### config.mk
export PLATFORM = sky130hd
export DESIGN_NAME = selector_packer
export DESIGN_NICKNAME = d
export VERILOG_FILES = /design/src/rtl/selector_pkg.sv /design/src/rtl/value_tracker.sv /design/src/rtl/selector_packer.sv
export SDC_FILE = /design/constraint.sdc
export NUM_CORES = 1
export LEC_CHECK = 0
export BUFFER_PORTS_ARGS = -buffer_cell sky130_fd_sc_hd__buf_4
export CAP_MARGIN = 5
export CELL_PAD_IN_SITES_DETAIL_PLACEMENT = 1
export CELL_PAD_IN_SITES_GLOBAL_PLACEMENT = 1
export CORE_MARGIN = 4
export CORE_UTILIZATION = 42
export DETAILED_ROUTE_END_ITERATION = 8
export PLACE_DENSITY = 0.77
export SYNTH_ARGS = -nofsm -noshare
export SYNTH_HDL_FRONTEND = slang
export SYNTH_SLANG_ARGS = --single-unit
### constraint.sdc
create_clock -name clk -period 2.5 [get_ports clk]
set_input_delay 0.125 -clock clk [delete_from_list [all_inputs] [get_ports clk]]
set_output_delay 0.125 -clock clk [all_outputs]
set_load 0.02 [all_outputs]
### src/rtl/selector_pkg.sv
// Shared definitions for the packed selector bus: width helpers, FSM states
// and the entry layout used by both the packer and the selector array.
package selector_pkg;

    function automatic int unsigned vw_of(input int unsigned size);
        return (size <= 2) ? 1 : $clog2(size);
    endfunction

    function automatic int unsigned iw_of(input int unsigned k);
        return (k <= 2) ? 1 : $clog2(k);
    endfunction

    function automatic int unsigned w_of(input int unsigned size, input int unsigned k);
        return iw_of(k) + vw_of(size);
    endfunction

    typedef enum logic {
        COLLECT = 1'b0,
        FULL    = 1'b1
    } state_t;

    // Entry layout {index, value}; callers truncate the result to W bits.
    function automatic logic [31:0] entry(input int unsigned idx, input int unsigned val,
                                          input int unsigned vw);
        return (idx << vw) | (val & ((32'd1 << vw) - 32'd1));
    endfunction

endpackage

### src/rtl/value_tracker.sv
// Remembers which values have appeared in the current word and flags any
// repeat. Out-of-range values (non power-of-two SIZE) are ignored.
module value_tracker
    import selector_pkg::*;
#(
    parameter  int unsigned SIZE = 16,
    localparam int unsigned VW   = vw_of(SIZE)
) (
    input  logic          clk,
    input  logic          rst,
    input  logic          set,
    input  logic [VW-1:0] value,
    input  logic          clear,
    output logic          dup
);

    localparam int unsigned NV = 1 << VW;

    // Padded to the full value space so indexing is always in range.
    logic [NV-1:0] seen;
    logic          in_range;
    logic          hit;

    generate
        if (NV == SIZE) begin : g_full
            assign in_range = 1'b1;
        end else begin : g_part
            assign in_range = (32'(value) < SIZE);
        end
    endgenerate

    assign hit = in_range && seen[value];

    always_ff @(posedge clk or posedge rst) begin
        if (rst) begin
            seen <= '0;
            dup  <= 1'b0;
        end else if (clear) begin
            seen <= '0;
            dup  <= 1'b0;
        end else if (set && in_range) begin
            if (hit) dup <= 1'b1;
            seen[value] <= 1'b1;
        end
    end

endmodule

### src/rtl/selector_packer.sv
// Collects K values one per handshake, tags each with its slot index and
// presents the packed word plus a duplicate flag on a valid/ready output.
module selector_packer
    import selector_pkg::*;
#(
    parameter  int unsigned SIZE = 16,
    parameter  int unsigned K    = 8,
    localparam int unsigned VW   = vw_of(SIZE),
    localparam int unsigned IW   = iw_of(K),
    localparam int unsigned W    = w_of(SIZE, K)
) (
    input  logic           clk,
    input  logic           rst,
    input  logic           clear,
    input  logic           in_valid,
    input  logic [VW-1:0]  in_value,
    output logic           in_ready,
    output logic           out_valid,
    input  logic           out_ready,
    output logic [W*K-1:0] packed_word,
    output logic           dup,
    output logic [IW:0]    fill
);

    localparam logic [IW:0] LAST = (IW+1)'(K - 1);

    state_t              state_q, state_d;
    logic [IW:0]         fill_q;
    logic [K-1:0][W-1:0] slots;
    logic                accept;
    logic                drain;

    always_ff @(posedge clk or posedge rst) begin
        if (rst) state_q <= COLLECT;
        else     state_q <= state_d;
    end

    always_comb begin
        state_d   = state_q;
        in_ready  = 1'b0;
        out_valid = 1'b0;
        case (state_q)
            COLLECT: begin
                in_ready = 1'b1;
                if (in_valid && fill_q == LAST) state_d = FULL;
            end
            FULL: begin
                out_valid = 1'b1;
                if (out_ready) state_d = COLLECT;
            end
            default: state_d = COLLECT;
        endcase
        if (clear) state_d = COLLECT;
    end

    assign accept = in_valid && in_ready;
    assign drain  = out_valid && out_ready;

    always_ff @(posedge clk or posedge rst) begin
        if (rst) begin
            fill_q <= '0;
            slots  <= '0;
        end else if (clear || drain) begin
            fill_q <= '0;
            slots  <= '0;
        end else if (accept) begin
            slots[fill_q[IW-1:0]] <= W'(entry(32'(fill_q[IW-1:0]), 32'(in_value), VW));
            fill_q                <= fill_q + 1'b1;
        end
    end

    // clear outranks the accept inside the tracker, matching the slot file.
    value_tracker #(.SIZE(SIZE)) u_tracker (
        .clk   (clk),
        .rst   (rst),
        .set   (accept),
        .value (in_value),
        .clear (clear || drain),
        .dup   (dup)
    );

    assign packed_word = slots;
    assign fill        = fill_q;

endmodule

==> flow_summary.json, run 1 <==
{
  "r2r_setup_slack_ps": 670,
  "drtAntennaViolNets": 0,
  "cts_buffers": 9,
  "die_area_um2": 9120,
  "rsz0062_at_grt": "no",
  "synth_edf_count": 0,
  "grt_overflow": 0,
  "worstHoldPathType": "input port to flop",
  "cts_hold_buf": 2,
  "synth_top_area_frac": 0.607,
  "maxCapViolCount": 0,
  "synth.distinct_cells": 33,
  "outcome": "complete, no violations",
  "ff_latch_area_um2": 1950,
  "place_congestion": 0.726,
  "num_vias": 2313,
  "power_density_nw_per_um2": 612,
  "r2r_cells": 4,
  "max_slew_margin": 0.469,
  "synthCells": 279,
  "cts.htree.levels": 3,
  "crit_path_end_kind": "flop",
  "wl_per_cell_um": 18.0,
  "ys_seq_elements": 78,
  "final.setup.worst_slack_ps": 668,
  "routed_via_density": 5.11,
  "netlist_area_um2": 3220,
  "dp_slack_ps": 667,
  "cts_tree": "done",
  "hold_path_end": "state_q",
  "drt_iter0_drc": 116,
  "gr-usage-all-layers": 0.196,
  "r2r-end": "packed_word[31]",
  "num-nets-final": 359,
  "synth_top_cells_by_area": "dfrtp_1, mux2i_1, nor2_1",
  "drcViolationCount": 0,
  "multi_input_area_um2": 1160,
  "fin_crit_sh": 0.733,
  "dieHeight_um": 95.5,
  "cts_setup_buffers": 0,
  "hpwl_um": 5610,
  "power_leakage_nw": 2.14,
  "core_um2": 7330,
  "clkSinkCount": 78,
  "die_x_um": 95.5,
  "synthTopCellsByCount": "dfrtp_1, nor2_1, mux2i_1, a21oi_1",
  "report.final.slew_viol_count": 0,
  "path_max_fanout": 8,
  "hold_start": "in_valid",
  "cp.required_ps": 2710,
  "ios": 72,
  "clk_path_buf_depth": 2,
  "routed_wl_um": 8160,
  "worst_clock_skew_ps": 5.62,
  "clock_latency_ps": 350,
  "ys_seq_area_frac": 0.607,
  "dp.cells": 435,
  "setup_viol": 0,
  "yosys.area.top_type": "dfrtp_1",
  "grt_pass1_vias": 2458,
  "tns_ps": 0,
  "rows": 31,
  "fin_crit_ps": 1830,
  "avgSynthCellArea_um2": 11.5,
  "layout.cells.non_filler": 453,
  "grt_pass1_wl_um": 13300,
  "ys.flop_type": "dfrtp_1",
  "synthToLayoutAreaGrowth_pct": 26.4,
  "cp_data_arrival_time_ps": 2040,
  "cts_resized": 0,
  "finalHoldViolCount": 0,
  "first_pass_iters": 4,
  "diodes": 0,
  "antenna_found_initial": 0,
  "hold_depth": 3,
  "path_clk_slew_ps": 70,
  "yosys.cell_count.top_type": "dfrtp_1",
  "cp-start-kind": "flop",
  "rr_startpoint": "state_q",
  "ir_drop_mv": 0.288,
  "initial_core_util": 0.439,
  "syn_nets": 289,
  "io_buffer_count": 71,
  "ys_warn_count": 0,
  "synthArstFlopShare": 1.00,
  "num-fill-cells": 778,
  "final_layout_size_suffix_gt1_frac": 0.285,
  "whs_ps": 120,
  "cts_root_buffer": "clkbuf_8",
  "grt_start_max_net_pins": 46,
  "path_class": "flop to flop",
  "max_freq_mhz": 546,
  "tightest_slew_ps": 796
}
## report_power, final
part | switching (mW) | internal (mW)
registers | 0.0224 | 1.28
clock network | 0.452 | 0.511
logic | 0.142 | 0.0783
## kinds of logic (layout without fill, tap and decap cells)
logic type,Yosys count,after routing,synth area share
AND/OR/NAND/NOR,111,111,0.166
flip-flops,78,78,0.607
multiplexers,38,38,0.139
AO/OA/AOI/OAI,25,25,0.0436
buffers and inverters,23,98,0.0327
XOR/XNOR,3,3,0.00817
adder cells (fa/ha/maj),1,1,0.00389
## per-layer routing
layer / vias to the layer above / share of wire / track usage
met4: 0 / 0.018 / 0.0924
met2: 53 / 0.49 / 0.317
met1: 1176 / 0.45 / 0.253
met3: 10 / 0.044 / 0.0426
met5: - / 0 / 0
li1: 1074 / - / -
## state kept, by name, summed over array words and instances (netlist names)
signal	count
state_q	1
u_tracker.seen	16
u_tracker.dup	1
packed_word	56
fill	4
## area by class of cell
type,instances,share of cell area
repair buffers,77,0.150
clock inverters,4,0.0111
clock buffers,12,0.0382
inverters,5,0.00493
flip-flops and latches,78,0.480
well taps,99,0.0305
multi-input cells,178,0.285
## critical path: stages (launching register included)
cell     delay, ps
dfrtp_1        460
nor2b_1        440
nand3_1        450
mux2i_1        280
nor2_1          60
## layout by cell type, fill, tap and decap left out
master,synthesis,final
xor2_1,1,1
or4b_4,1,1
mux4_1,4,4
ha_1,1,1
o32ai_1,1,1
nand3b_1,2,2
nor2_2,1,1
a31oi_1,4,4
mux2i_1,33,33
clkinv_2,0,4
nand3_1,2,2
a21oi_1,18,18
nor2_1,77,77
nand2b_2,1,1
clkbuf_8,0,11
nor3_2,1,1
nor3b_1,1,1
and3_1,10,10
a21o_2,0,1
clkbuf_1,10,1
nor3b_2,1,1
nand4b_1,1,1
nor2b_1,3,3
xnor2_1,2,2
nor3b_4,1,1
buf_4,0,73
dfrtp_1,78,78
mux2_2,1,1
dlygate4sd3_1,0,2
a21oi_2,1,1
bufinv_16,0,1
nor3_1,1,1
buf_12,0,2
nand3b_4,1,1
inv_1,5,4
nand2_1,7,7
## per-stage QoR
step           total power [mW]  utilization  cell area (um2)
4_1_cts                    2.52        0.554             4060
3_3_place_gp               1.54        0.524             3840
3_5_place_dp               1.55        0.524             3840
5_1_grt                    2.61        0.554             4060
2_1_floorplan              1.47            -             3220
6_report                   2.49        0.554             4060
## how the worst max path moves through the flow
stage                      endpoint  startpoint  depth (start not counted)
floorplan                   fill[0]         rst                          1
finish              packed_word[31]     state_q                          4
CTS                 packed_word[31]     state_q                          4
detailed placement  packed_word[31]     state_q                          4
global route        packed_word[31]     state_q                          4
global placement    packed_word[29]     state_q                          4
Note: power is estimated with default switching activity, not from simulation.
==> run 2: changes to the inputs <==
==> constraint.sdc (replaced) <==
create_clock -name clk -period 1.9 [get_ports clk]
set_input_delay 0.095 -clock clk [delete_from_list [all_inputs] [get_ports clk]]
set_output_delay 0.095 -clock clk [all_outputs]
set_load 0.02 [all_outputs]
==> flow_summary.json, run 2 (synthesis results as in run 1) <==
{
  "final_layout_size_suffix_gt1_frac": 0.294,
  "tns_ps": 0,
  "r2r-end": "packed_word[3]",
  "antenna_found_initial": 0,
  "io_buffer_count": 71,
  "ir_drop_mv": 0.506,
  "cts_tree": "done",
  "grt_overflow": 0,
  "report.final.slew_viol_count": 0,
  "cts_root_buffer": "clkbuf_8",
  "first_pass_iters": 4,
  "worstHoldPathType": "input port to flop",
  "final_cell_mix": "dfrtp_1, buf_4, nor2_1, mux2i_1, a21oi_1",
  "power_leakage_nw": 2.16,
  "finalHoldViolCount": 0,
  "die_area_um2": 9120,
  "num-fill-cells": 773,
  "fin_crit_sh": 0.921,
  "drtAntennaViolNets": 0,
  "max_freq_mhz": 571,
  "routed_via_density": 5.20,
  "setup_viol": 0,
  "cp_data_arrival_time_ps": 1960,
  "power_density_nw_per_um2": 820,
  "path_clk_slew_ps": 70,
  "drt_iter0_drc": 116,
  "dp.cells": 440,
  "maxCapViolCount": 0,
  "final.setup.worst_slack_ps": 150,
  "grt_start_max_net_pins": 68,
  "fin_area_um2": 4110,
  "place_congestion": 0.746,
  "cp.required_ps": 2110,
  "grt_pass1_wl_um": 13800,
  "r2r_setup_slack_ps": 150,
  "core_um2": 7330,
  "dp_slack_ps": 184,
  "rsz0062_at_grt": "no",
  "cp-endpoint": "packed_word[3]",
  "dieHeight_um": 95.5,
  "diodes": 0,
  "crit_chain": "nor2b_1, nand3b_1, mux2i_1, nor2_1",
  "gr-usage-all-layers": 0.203,
  "critPathMaxStageDelay_ps": 460,
  "cts.htree.levels": 3,
  "ios": 72,
  "clk_path_buf_depth": 2,
  "grt_pass1_vias": 2567,
  "path_max_fanout": 8,
  "clock_latency_ps": 350,
  "r2r_cells": 4,
  "path_class": "flop to flop",
  "cts_buffers": 9,
  "rr_startpoint": "state_q",
  "worst_clock_skew_ps": 10.8,
  "cp-start-kind": "flop",
  "die_x_um": 95.5,
  "outcome": "complete, no violations",
  "crit_start": "state_q",
  "crit_path_end_kind": "flop",
  "fin_crit_ps": 1750,
  "placed_area_um2": 3880,
  "wl_per_cell_um": 18.7,
  "cp_slowest_cell": "dfrtp_1",
  "max_slew_margin": 0.639,
  "hpwl_um": 5710,
  "tightest_slew_ps": 537,
  "routed_wl_um": 8530,
  "num-nets-final": 364,
  "clkSinkCount": 78,
  "synthToLayoutAreaGrowth_pct": 27.9,
  "largest_reg_flops": 56,
  "layout.cells.non_filler": 456,
  "num_vias": 2371,
  "rows": 31,
  "initial_core_util": 0.439,
  "drcViolationCount": 0
}
[run 2: power breakdown]
| group | internal, mW | switching, mW |
|---|---|---|
| sequential | 1.69 | 0.0309 |
| combinational | 0.109 | 0.195 |
| clock | 0.760 | 0.593 |
| total | 2.56 | 0.818 |
[run 2: critical path: cells and delay by family (launching register included)]
family           cells  cell delay (ps)
and+or+nand+nor      3              850
DFF                  1              460
muxes                1              310
[run 2: area by class of cell]
type | instances | area [um2] | area share
clock buffers | 10 | 138 | 0.0335
clock inverters | 4 | 72.6 | 0.0176
inverters | 5 | 22.5 | 0.00547
multi-input cells | 178 | 1160 | 0.282
flip-flops and latches | 78 | 1950 | 0.474
well taps | 99 | 124 | 0.0301
repair buffers | 82 | 646 | 0.157
[run 2: worst min path at each step]
stage	startpoint	to	slack, ps	cells past startpoint
4_1_cts	in_valid	state_q	100	3
2_1_floorplan	clear	u_tracker.dup	210	1
5_1_grt	in_valid	state_q	120	3
3_5_place_dp	rst	packed_word[47]	80	2
3_3_place_gp	rst	packed_word[47]	80	2
6_report	in_valid	state_q	130	3
[run 2: timing repair]
item	CTS	global route
hold buffers	2	0
setup buffers	0	0
endpoints found under the setup margin	0	0
endpoints found under the hold margin	12	0
resized for setup	0	0
[run 2: per-layer routing]
layer,vias up,global-route usage,wire (um)
met2,61,0.328,4220
li1,1079,-,-
met4,0,0.0711,104
met1,1222,0.271,3780
met5,-,0,0
met3,9,0.0458,417
[run 2: per-stage QoR]
stage          power, mW  utilization  hold slack [ps]
2_1_floorplan       1.93            -              209
3_3_place_gp        2.04        0.530             76.3
3_5_place_dp        2.05        0.530             76.5
4_1_cts             3.40        0.561             96.7
5_1_grt             3.52        0.561              120
6_report            3.37        0.561              126
==> run 3: changes to the inputs <==
--- a/config.mk
+++ b/config.mk
@@ -15,4 +15,5 @@
 export PLACE_DENSITY = 0.77
 export SYNTH_ARGS = -nofsm -noshare
 export SYNTH_HDL_FRONTEND = slang
+export SYNTH_HIERARCHICAL = 1
 export SYNTH_SLANG_ARGS = --single-unit
==> flow_summary.json, run 3 <==
{
  "routed_wl_um": 8210,
  "synth_edf_count": 0,
  "drtAntennaViolNets": 0,
  "yosys.area.top_type": "dfrtp_1",
  "ir_drop_mv": 0.429,
  "drcViolationCount": 0,
  "avgSynthCellArea_um2": 11.3,
  "antenna_found_initial": 0,
  "cts_setup_buffers": 0,
  "final_cell_mix": "dfrtp_1, buf_4, nand2_1, nor2_1, mux2i_1",
  "cp.required_ps": 2150,
  "power_leakage_nw": 2.19,
  "grt_pass1_wl_um": 13800,
  "synth.distinct_cells": 36,
  "cp_slowest_cell": "dfrtp_1",
  "ios": 72,
  "diodes": 0,
  "power.sequential.fraction": 0.539,
  "synthCells": 287,
  "worstHoldPathType": "input port to flop",
  "ys_warn_count": 6,
  "die_area_um2": 9200,
  "fin_crit_sh": 0.872,
  "ys_seq_elements": 78,
  "outcome": "complete, no violations",
  "hpwl_um": 5790,
  "path_class": "flop to flop",
  "tns_ps": 0,
  "cts.htree.levels": 3,
  "place_congestion": 0.806,
  "max_slew_margin": 0.557,
  "crit_path_end_kind": "flop",
  "final_common_cell": "dfrtp_1",
  "final_layout_size_suffix_gt1_frac": 0.281,
  "cts_resized": 0,
  "power_mw": 3.19,
  "synthTopCellsByCount": "dfrtp_1, nand2_1, nor2_1, mux2i_1, a21oi_1",
  "ys.flop_type": "dfrtp_1",
  "crit_chain": "a21oi_4, buf_12, nand2_1, o21ai_0",
  "path_clk_slew_ps": 90,
  "yosys.cell_count.top_type": "dfrtp_1",
  "finalHoldViolCount": 0,
  "tightest_slew_ps": 665,
  "syn_nets": 297,
  "clk_path_buf_depth": 2,
  "worst_clock_skew_ps": 4.38,
  "first_pass_iters": 4,
  "synth_top_area_frac": 0.601,
  "fin_crit_ps": 1660,
  "fin_util": 0.556,
  "combPwrFrac": 0.098,
  "clock_latency_ps": 340,
  "power.share.clock": 0.362,
  "max_freq_mhz": 604,
  "initial_core_util": 0.440,
  "die_x_um": 95.9,
  "routed_via_density": 5.23,
  "rsz0062_at_grt": "no",
  "cp-start-kind": "flop",
  "netlist_area_um2": 3250,
  "cp_data_arrival_time_ps": 1910,
  "ys_seq_area_frac": 0.601,
  "power_density_nw_per_um2": 780,
  "dieHeight_um": 95.9,
  "setup_viol": 0,
  "wl_per_cell_um": 17.6,
  "num-nets-final": 372,
  "clkSinkCount": 78,
  "synth_top_cells_by_area": "dfrtp_1, mux2i_1, nand2_1",
  "rows": 31,
  "io_buffer_count": 71,
  "maxCapViolCount": 0,
  "drt_iter0_drc": 75,
  "core_um2": 7370,
  "final.setup.worst_slack_ps": 243,
  "grt_overflow": 0,
  "dp_slack_ps": 307,
  "critPathBufInv": 1,
  "report.final.slew_viol_count": 0,
  "cts_tree": "done",
  "path_max_fanout": 52,
  "largest_reg_flops": 56,
  "power.switching_mw": 0.898,
  "synthToLayoutAreaGrowth_pct": 26.2,
  "layout.cells.non_filler": 466,
  "path_delay_family": "flip-flops",
  "internal_power_mw": 2.30,
  "critPathMaxStageDelay_ps": 500,
  "dp.cells": 449,
  "grt_start_max_net_pins": 62,
  "switching_share": 0.281,
  "grt_pass1_vias": 2594,
  "num_vias": 2437,
  "synthArstFlopShare": 1.00,
  "gr-usage-all-layers": 0.197,
  "cts_root_buffer": "clkbuf_8",
  "cts_buffers": 9
}
-- run 3: cell count changes after synthesis, sizes merged, moves of 3 or more --
cell,previous run,this run
nor2,78,31
nand2,7,38
o211ai,0,8
inv,5,9
a31oi,4,8
o21ai,0,9
mux2i,33,28
and3,10,16
clkbuf,10,7
o21a,0,3
-- run 3: stage by stage --
step / hold slack, ps / area [um2]
6_report: 69.1 / 4100
5_1_grt: 57.4 / 4100
4_1_cts: 53.1 / 4100
3_5_place_dp: 203 / 3900
3_3_place_gp: 194 / 3900
2_1_floorplan: 21.1 / 3250
-- run 3: worst reg2reg max path, stage by stage (launching register included) --
cell     delay, ps
dfrtp_1        500
a21oi_4        220
buf_12         240
nand2_1        330
o21ai_0        280
-- run 3: power by group through the flow --
stage          Sequential [mW]  Clock (mW)  Combinational, mW
2_1_floorplan             1.77           0              0.176
3_3_place_gp              1.75           0              0.312
3_5_place_dp              1.75           0              0.318
4_1_cts                   1.72        1.19              0.320
5_1_grt                   1.73        1.28              0.349
6_report                  1.72        1.16              0.314
-- run 3: layer usage --
| metal | vias up | GRT usage | routed length, um |
|---|---|---|---|
| met5 | - | 0 | 0 |
| met4 | 0 | 0.0569 | 75 |
| met3 | 6 | 0.0336 | 294 |
| met2 | 54 | 0.322 | 4140 |
| met1 | 1237 | 0.272 | 3710 |
| li1 | 1140 | - | - |
-- run 3: path summary, 6_finish.rpt --
| kind | startpoint | end | depth (start not counted) | slack, ps |
|---|---|---|---|---|
| setup / recovery | state_q | packed_word[24] | 4 | 240 |
| hold / removal | in_valid | state_q | 3 | 70 |
| setup reg to reg | state_q | packed_word[24] | 4 | 240 |
| hold reg to reg | u_tracker/seen[15] | u_tracker/seen[15] | 2 | 500 |
| max in group asynchronous | rst | u_tracker/seen[3] | 3 | 1060 |
| min in group asynchronous | rst | packed_word[1] | 4 | 370 |
-- run 3: kinds of logic after synthesis --
logic type / count (synthesis) / synth area share
flip-flops: 78 / 0.601
AND/OR/NAND/NOR: 102 / 0.153
XOR/XNOR: 2 / 0.00540
buffers and inverters: 24 / 0.0339
AO/OA/AOI/OAI: 49 / 0.0929
multiplexers: 31 / 0.109
adder cells (fa/ha/maj): 1 / 0.00385
-- run 3: repair_timing --
| action | CTS | global route |
|---|---|---|
| hold buffers | 1 | 0 |
| setup endpoints to repair | 0 | 0 |
| endpoints found under the hold margin | 78 | 0 |
-- run 3: final cells by class --
cell class	count	area, um2
sequential	78	1950
fill	819	3270
inverter	9	33.8
tap	99	124
clock inverter	7	57.6
timing repair buffer	79	621
clock buffer	9	124
multi-input combinational	185	1180
